<file path="src/rtl/mmio_interval_timer.sv">
// mmio_interval_timer: memory-mapped down-counting interval timer.
// Register map on a[1:0]: 0 CTRL {AUTO,EN}, 1 LOAD, 2 COUNT, 3 STATUS {RUN,DONE}.
// A prescaler divides clk into ticks; each tick decrements COUNT, and an
// expiry (tick seen with COUNT <= 1) sets the sticky DONE flag and either
// reloads COUNT (AUTO) or stops the timer (one-shot).
module mmio_interval_timer #(
    parameter int WIDTH    = 32,
    parameter int PRESCALE = 100
) (
    input  logic             clk,
    input  logic             rst,
    input  logic             we,
    input  logic [1:0]       a,
    input  logic [WIDTH-1:0] wd,
    output logic [WIDTH-1:0] rd,
    output logic             irq
);

    localparam int PW = (PRESCALE > 1) ? $clog2(PRESCALE) : 1;
    localparam logic [PW-1:0] PRE_LAST = PW'(PRESCALE - 1);

    localparam logic [1:0] A_CTRL   = 2'd0;
    localparam logic [1:0] A_LOAD   = 2'd1;
    localparam logic [1:0] A_COUNT  = 2'd2;
    localparam logic [1:0] A_STATUS = 2'd3;

    typedef enum logic {IDLE, RUN} state_e;

    state_e            state_q, state_d;
    logic              en_q, en_d;
    logic              auto_q, auto_d;
    logic              done_q, done_d;
    logic [WIDTH-1:0]  load_q, load_d;
    logic [WIDTH-1:0]  count_q, count_d;
    logic [PW-1:0]     presc_q, presc_d;

    logic wr_ctrl, wr_load, wr_count, wr_status;
    logic tick, expiry, oneshot_expiry;

    assign wr_ctrl   = we && (a == A_CTRL);
    assign wr_load   = we && (a == A_LOAD);
    assign wr_count  = we && (a == A_COUNT);
    assign wr_status = we && (a == A_STATUS);

    // A tick that coincides with a COUNT write is consumed by the write,
    // so expiry is only evaluated on ticks that are not overridden.
    assign tick           = (state_q == RUN) && (presc_q == PRE_LAST);
    assign expiry         = tick && !wr_count && (count_q <= WIDTH'(1));
    assign oneshot_expiry = expiry && !auto_q;

    // Next-state logic for FSM, control bits, counters and DONE flag.
    always_comb begin
        // NOTE: every output of this block gets a default first, so no path
        // leaves a variable unassigned and no latch is inferred.
        state_d = state_q;
        en_d    = en_q;
        auto_d  = auto_q;
        done_d  = done_q;
        load_d  = load_q;
        count_d = count_q;
        presc_d = '0;

        // A CTRL write overrides a simultaneous one-shot stop.
        if (wr_ctrl) begin
            en_d    = wd[0];
            auto_d  = wd[1];
            state_d = wd[0] ? RUN : IDLE;
        end else if (oneshot_expiry) begin
            en_d    = 1'b0;
            state_d = IDLE;
        end

        if (wr_load) begin
            load_d = wd;
        end

        if (wr_count) begin
            count_d = wd;
        end else if (tick) begin
            if (count_q > WIDTH'(1)) begin
                count_d = count_q - WIDTH'(1);
            end else begin
                count_d = auto_q ? load_q : '0;
            end
        end

        // Setting DONE takes priority over a software clear.
        if (expiry) begin
            done_d = 1'b1;
        end else if (wr_status && wd[0]) begin
            done_d = 1'b0;
        end

        // Prescaler runs only while staying in RUN; cleared on entry and in IDLE.
        if (state_q == RUN && state_d == RUN) begin
            presc_d = tick ? '0 : presc_q + PW'(1);
        end
    end

    // State register with synchronous active-high reset.
    always_ff @(posedge clk) begin
        // NOTE: sequential state uses non-blocking assignments so all
        // registers update together from the pre-edge values.
        if (rst) begin
            state_q <= IDLE;
            en_q    <= 1'b0;
            auto_q  <= 1'b0;
            done_q  <= 1'b0;
            load_q  <= '0;
            count_q <= '0;
            presc_q <= '0;
        end else begin
            state_q <= state_d;
            en_q    <= en_d;
            auto_q  <= auto_d;
            done_q  <= done_d;
            load_q  <= load_d;
            count_q <= count_d;
            presc_q <= presc_d;
        end
    end

    // Zero-latency read mux selected by the register address.
    always_comb begin
        rd = '0;
        unique case (a)
            A_CTRL:   rd = {{(WIDTH-2){1'b0}}, auto_q, en_q};
            A_LOAD:   rd = load_q;
            A_COUNT:  rd = count_q;
            A_STATUS: rd = {{(WIDTH-2){1'b0}}, (state_q == RUN), done_q};
            default:  rd = '0;
        endcase
    end

    assign irq = done_q;

endmodule

</file>
<file path="config.mk">
export PLATFORM = sky130hd
export DESIGN_NAME = mmio_interval_timer
export DESIGN_NICKNAME = d
export VERILOG_FILES = /design/src/rtl/mmio_interval_timer.sv
export SDC_FILE = /design/constraint.sdc
export NUM_CORES = 1
export LEC_CHECK = 0
export CAP_MARGIN = 0
export CORE_MARGIN = 5
export CORE_UTILIZATION = 55
export CTS_CLUSTER_DIAMETER = 40
export DETAILED_ROUTE_END_ITERATION = 7
export DONT_BUFFER_PORTS = 1
export PLACE_DENSITY = 0.73
export SYNTH_ARGS = -nofsm -noshare
export SYNTH_HDL_FRONTEND = slang
export SYNTH_SLANG_ARGS = --single-unit
</file>
<file path="constraint.sdc">
create_clock -name clk -period 4.7 [get_ports clk]
set_input_delay 0.705 -clock clk [delete_from_list [all_inputs] [get_ports clk]]
set_output_delay 0.705 -clock clk [all_outputs]
set_load 0.02 [all_outputs]
</file>
==> run summary <==
========================================================================================
Run status ................................................................ finished, final reports clean
Cell breakdown of the critical path ....................................... nor3_2, nand4_1, o41ai_1, o21ai_0, a221o_1
Fmax achieved .............................................................    0.388 GHz
Yosys warning total .......................................................            0
Number of buffers added to fix hold violations after cts ..................            0
Utilization of the core after routing .....................................        0.584
Violation count after the first detailed-route iteration ..................          268
Maximum fanout count along the critical path ..............................           12
Final count of pins violating max slew ....................................            0
Number of clock buffers inserted by TritonCTS .............................            9
Met1 track demand over resource ...........................................        0.322
Remaining Overflow, GRT ...................................................            0
Library cell contributing the largest single delay on the critical path ...      nand4_1
DRC viols .................................................................            0
Overall die height ........................................................      97.6 um
GR met2 Demand/Resource ...................................................        0.403
Share of the clock period used by the worst path ..........................        0.548
Post-synth design cell area ...............................................   4220 sq um
HP Start ..................................................................          rst
Clock-pin slew on the worst setup and hold paths ..........................      0.08 ns
Setup Buffers After CTS ...................................................            0
Final setup margin ........................................................      2.13 ns
Number of gates resized after CTS .........................................            0
Core area .................................................................   7610 sq um
CP startpoint kind ........................................................    flip-flop
Total half-perimeter wirelength after legalization and detailed placement .      7520 um
I/O Pins ..................................................................           70
Most frequent standard cell in the layout excluding fill and tap cells ....      nand2_1
RePlAce Congestion ........................................................        0.799
CTS Buffer Depth ..........................................................            2
TNS Setup .................................................................         0 ns
Commonest non-fill, non-tap cells in the layout ........................... 85 x nand2_1, 75 x dfxtp_1, 39 x a22o_1
Antenna violations before repair ..........................................            0
Total area of multi-input combinational cells .............................   2520 sq um
Primary flip-flop cell chosen by synthesis mapping ........................      dfxtp_1
Detail Route Antenna Nets .................................................            0
Final instance area .......................................................   4450 sq um
EDFF count, synth .........................................................            0
Worst reg2reg endpoint ....................................................  count_q[23]
Sequential cell fraction of total power ...................................        0.462
Wire length of the first global-routing pass ..............................     19400 um
Sequential standard cell area .............................................   1500 sq um
Largest net degree at the start of global routing .........................           62
Antenna diodes ............................................................            0
Num rows ..................................................................           32
Clk_lat worst skew ........................................................      0.36 ns
Average size of a mapped cell .............................................   8.29 sq um
Switching power summed over all nets ......................................       410 uW
Total Wirelength ..........................................................     11600 um
Count of max-cap constraint violations ....................................            0
Shortest period the worst path allows .....................................      2.57 ns
Max H-tree Level ..........................................................            3
Root Buffer ...............................................................     clkbuf_8
Number of nets in the layout ..............................................          526
Required time of the critical path ........................................      4.93 ns
Critical path class ....................................................... flip-flop to flip-flop
Switching share of total power ............................................        0.279
Sequential share of the synthesized area ..................................        0.356
Flops & latches, synth ....................................................           75
Detail-routed net length per standard cell ................................      19.5 um
Met3 usage in global routing ..............................................       0.0510
PD cells ..................................................................  331 nW/um^2
Clock tree from TritonCTS .................................................        built
TritonCTS Sinks ...........................................................           75
Clock share of power ......................................................        0.377
CP Launch Point ...........................................................   count_q[5]
Worst hold margin .........................................................     0.412 ns
Arrival time reported for the critical path endpoint ......................      2.81 ns
Starting density of the core ..............................................        0.554
Post-synthesis to final-layout area growth ................................        5.40%
Classification of the worst-slack hold path ............................... input pin to flip-flop
Overall die area ..........................................................   9520 sq um
Syn_nets ..................................................................          549
Post-Syn Instances ........................................................          509
Cells on worst reg2reg path ...............................................            5
Overall die width .........................................................      97.6 um
Total internal power ......................................................      1.06 mW
Global-route layer with the greatest usage ................................         met2
Fill count ................................................................          703
Slew margin rel. ..........................................................        0.436
Post-synthesis async set-or-reset flop share ..............................            0
Highest ir drop seen on vdd ...............................................     0.146 mV
Count of buffers inserted at the top-level ports ..........................            0
Detailed Routing Iterations Pass 1 ........................................            6
Vias in the first global route ............................................         3812
Clock skew ................................................................    0.0149 ns
All-layer global routing usage ............................................        0.247
Combinational fraction of design power ....................................        0.161
Register-to-register setup slack ..........................................      2.13 ns
Routed vias/inst ..........................................................         6.41
Critical path capture point type ..........................................    flip-flop
Setup repair after global routing missed its margin .......................           no
End point of the most critical hold path ..................................    load_q[2]
Hold Path Depth ...........................................................            1
Library cells used by synthesis ...........................................           58
Slew at the pin with the worst max-slew slack .............................     0.846 ns
Vias after detailed routing ...............................................         3804
Final setup viols .........................................................            0
Post-placement worst setup slack ..........................................      2.19 ns
Critical register-to-register path startpoint .............................   count_q[5]
Cell leakage power ........................................................      1.64 nW
Placed Area ...............................................................   4230 sq um
Hold violation total from the final report ................................            0
Share of layout cells above drive strength 1 ..............................       0.0896
Biggest cell delay along the critical path ................................      0.58 ns
========================================================================================
[state kept, by name, indices dropped and copies added (netlist names)]
register / cells
load_q: 32
irq: 1
auto_q: 1
presc_q: 7
en_q: 1
state_q: 1
count_q: 32
[per-layer routing]
| layer | routed length (um) | share of wire | vias up |
|---|---|---|---|
| li1 | - | - | 1824 |
| met1 | 5170 | 0.45 | 1851 |
| met2 | 5550 | 0.48 | 116 |
| met3 | 702 | 0.061 | 13 |
| met4 | 138 | 0.012 | 0 |
| met5 | 0 | 0 | - |
[layout make-up]
cell class                      count  share of cell area
Sequential cell                    75               0.338
Clock buffer                       12              0.0326
Multi-Input combinational cell    387               0.567
Clock inverter                      4              0.0166
Inverter                            6             0.00507
Timing Repair Buffer                7              0.0118
Tap cell                          102              0.0287
[synthesized netlist by cell type, types with 2 or more instances]
library cell,n,area share
a21o_1,2,0.0036
a21oi_1,39,0.046
a221o_1,13,0.031
a22o_1,39,0.081
a22oi_1,27,0.048
a41o_1,3,0.0071
buf_2,8,0.0095
buf_6,2,0.0053
clkbuf_1,29,0.026
dfxtp_1,75,0.36
ha_1,3,0.0089
inv_1,6,0.0053
mux4_2,2,0.011
nand2_1,85,0.076
nand2b_1,2,0.0030
nand3_1,13,0.015
nand4_1,6,0.0089
nand4b_1,2,0.0042
nor2_1,37,0.033
nor2b_1,2,0.0030
nor3_1,15,0.018
nor3_2,2,0.0047
nor3b_1,2,0.0036
nor4_1,6,0.0089
nor4_2,3,0.0089
nor4_4,2,0.010
o211ai_1,2,0.0036
o21ai_0,11,0.013
o22ai_1,8,0.012
o31ai_1,2,0.0036
o41ai_1,2,0.0042
or2_2,2,0.0030
or4_1,2,0.0036
xnor2_1,15,0.031
xor2_1,17,0.035
[logic make-up (layout without fill, tap and decap cells)]
| group | count (synthesis) | after routing | share of synthesized area |
|---|---|---|---|
| buffers and inverters | 47 | 29 | 0.0481 |
| AOI/OAI and AO/OA | 154 | 154 | 0.268 |
| and+or+nand+nor | 195 | 195 | 0.240 |
| muxes | 3 | 3 | 0.0131 |
| adders and majority gates | 3 | 3 | 0.00890 |
| DFF | 75 | 75 | 0.356 |
| xor gates and xnor gates | 32 | 32 | 0.0664 |
[worst max-delay path by stage]
stage	endpoint	cells past startpoint	slack (ns)
2_1_floorplan	rd[10]	4	2.19
3_3_place_gp	count_q[2]	5	2.27
3_5_place_dp	count_q[7]	6	2.19
4_1_cts	count_q[23]	5	2.09
5_1_grt	count_q[23]	5	1.88
6_report	count_q[23]	5	2.13
[metrics by stage]
| stage | instances | power [mW] |
|---|---|---|
| 4_1_cts | 593 | 1.48 |
| 5_1_grt | 593 | 1.53 |
| 3_3_place_gp | 577 | 0.922 |
| 6_report | 593 | 1.47 |
| 2_1_floorplan | 509 | 0.891 |
| 3_5_place_dp | 577 | 0.927 |
[critical path, delay by kind of cell, from the launching register on]
family | cells | cell delay [ns]
compound gates | 3 | 1.04
flops | 1 | 0.38
simple gates | 2 | 1.05
[power by group through the flow]
stage	Sequential, mW	Clock (mW)	Combinational, mW
after floorplan	0.684	0	0.208
final	0.679	0.554	0.237
after detailed placement	0.693	0	0.234
after global routing	0.682	0.589	0.262
after CTS	0.678	0.561	0.236
after global placement	0.692	0	0.230
No activity file was read; power rests on OpenSTA's default activity.
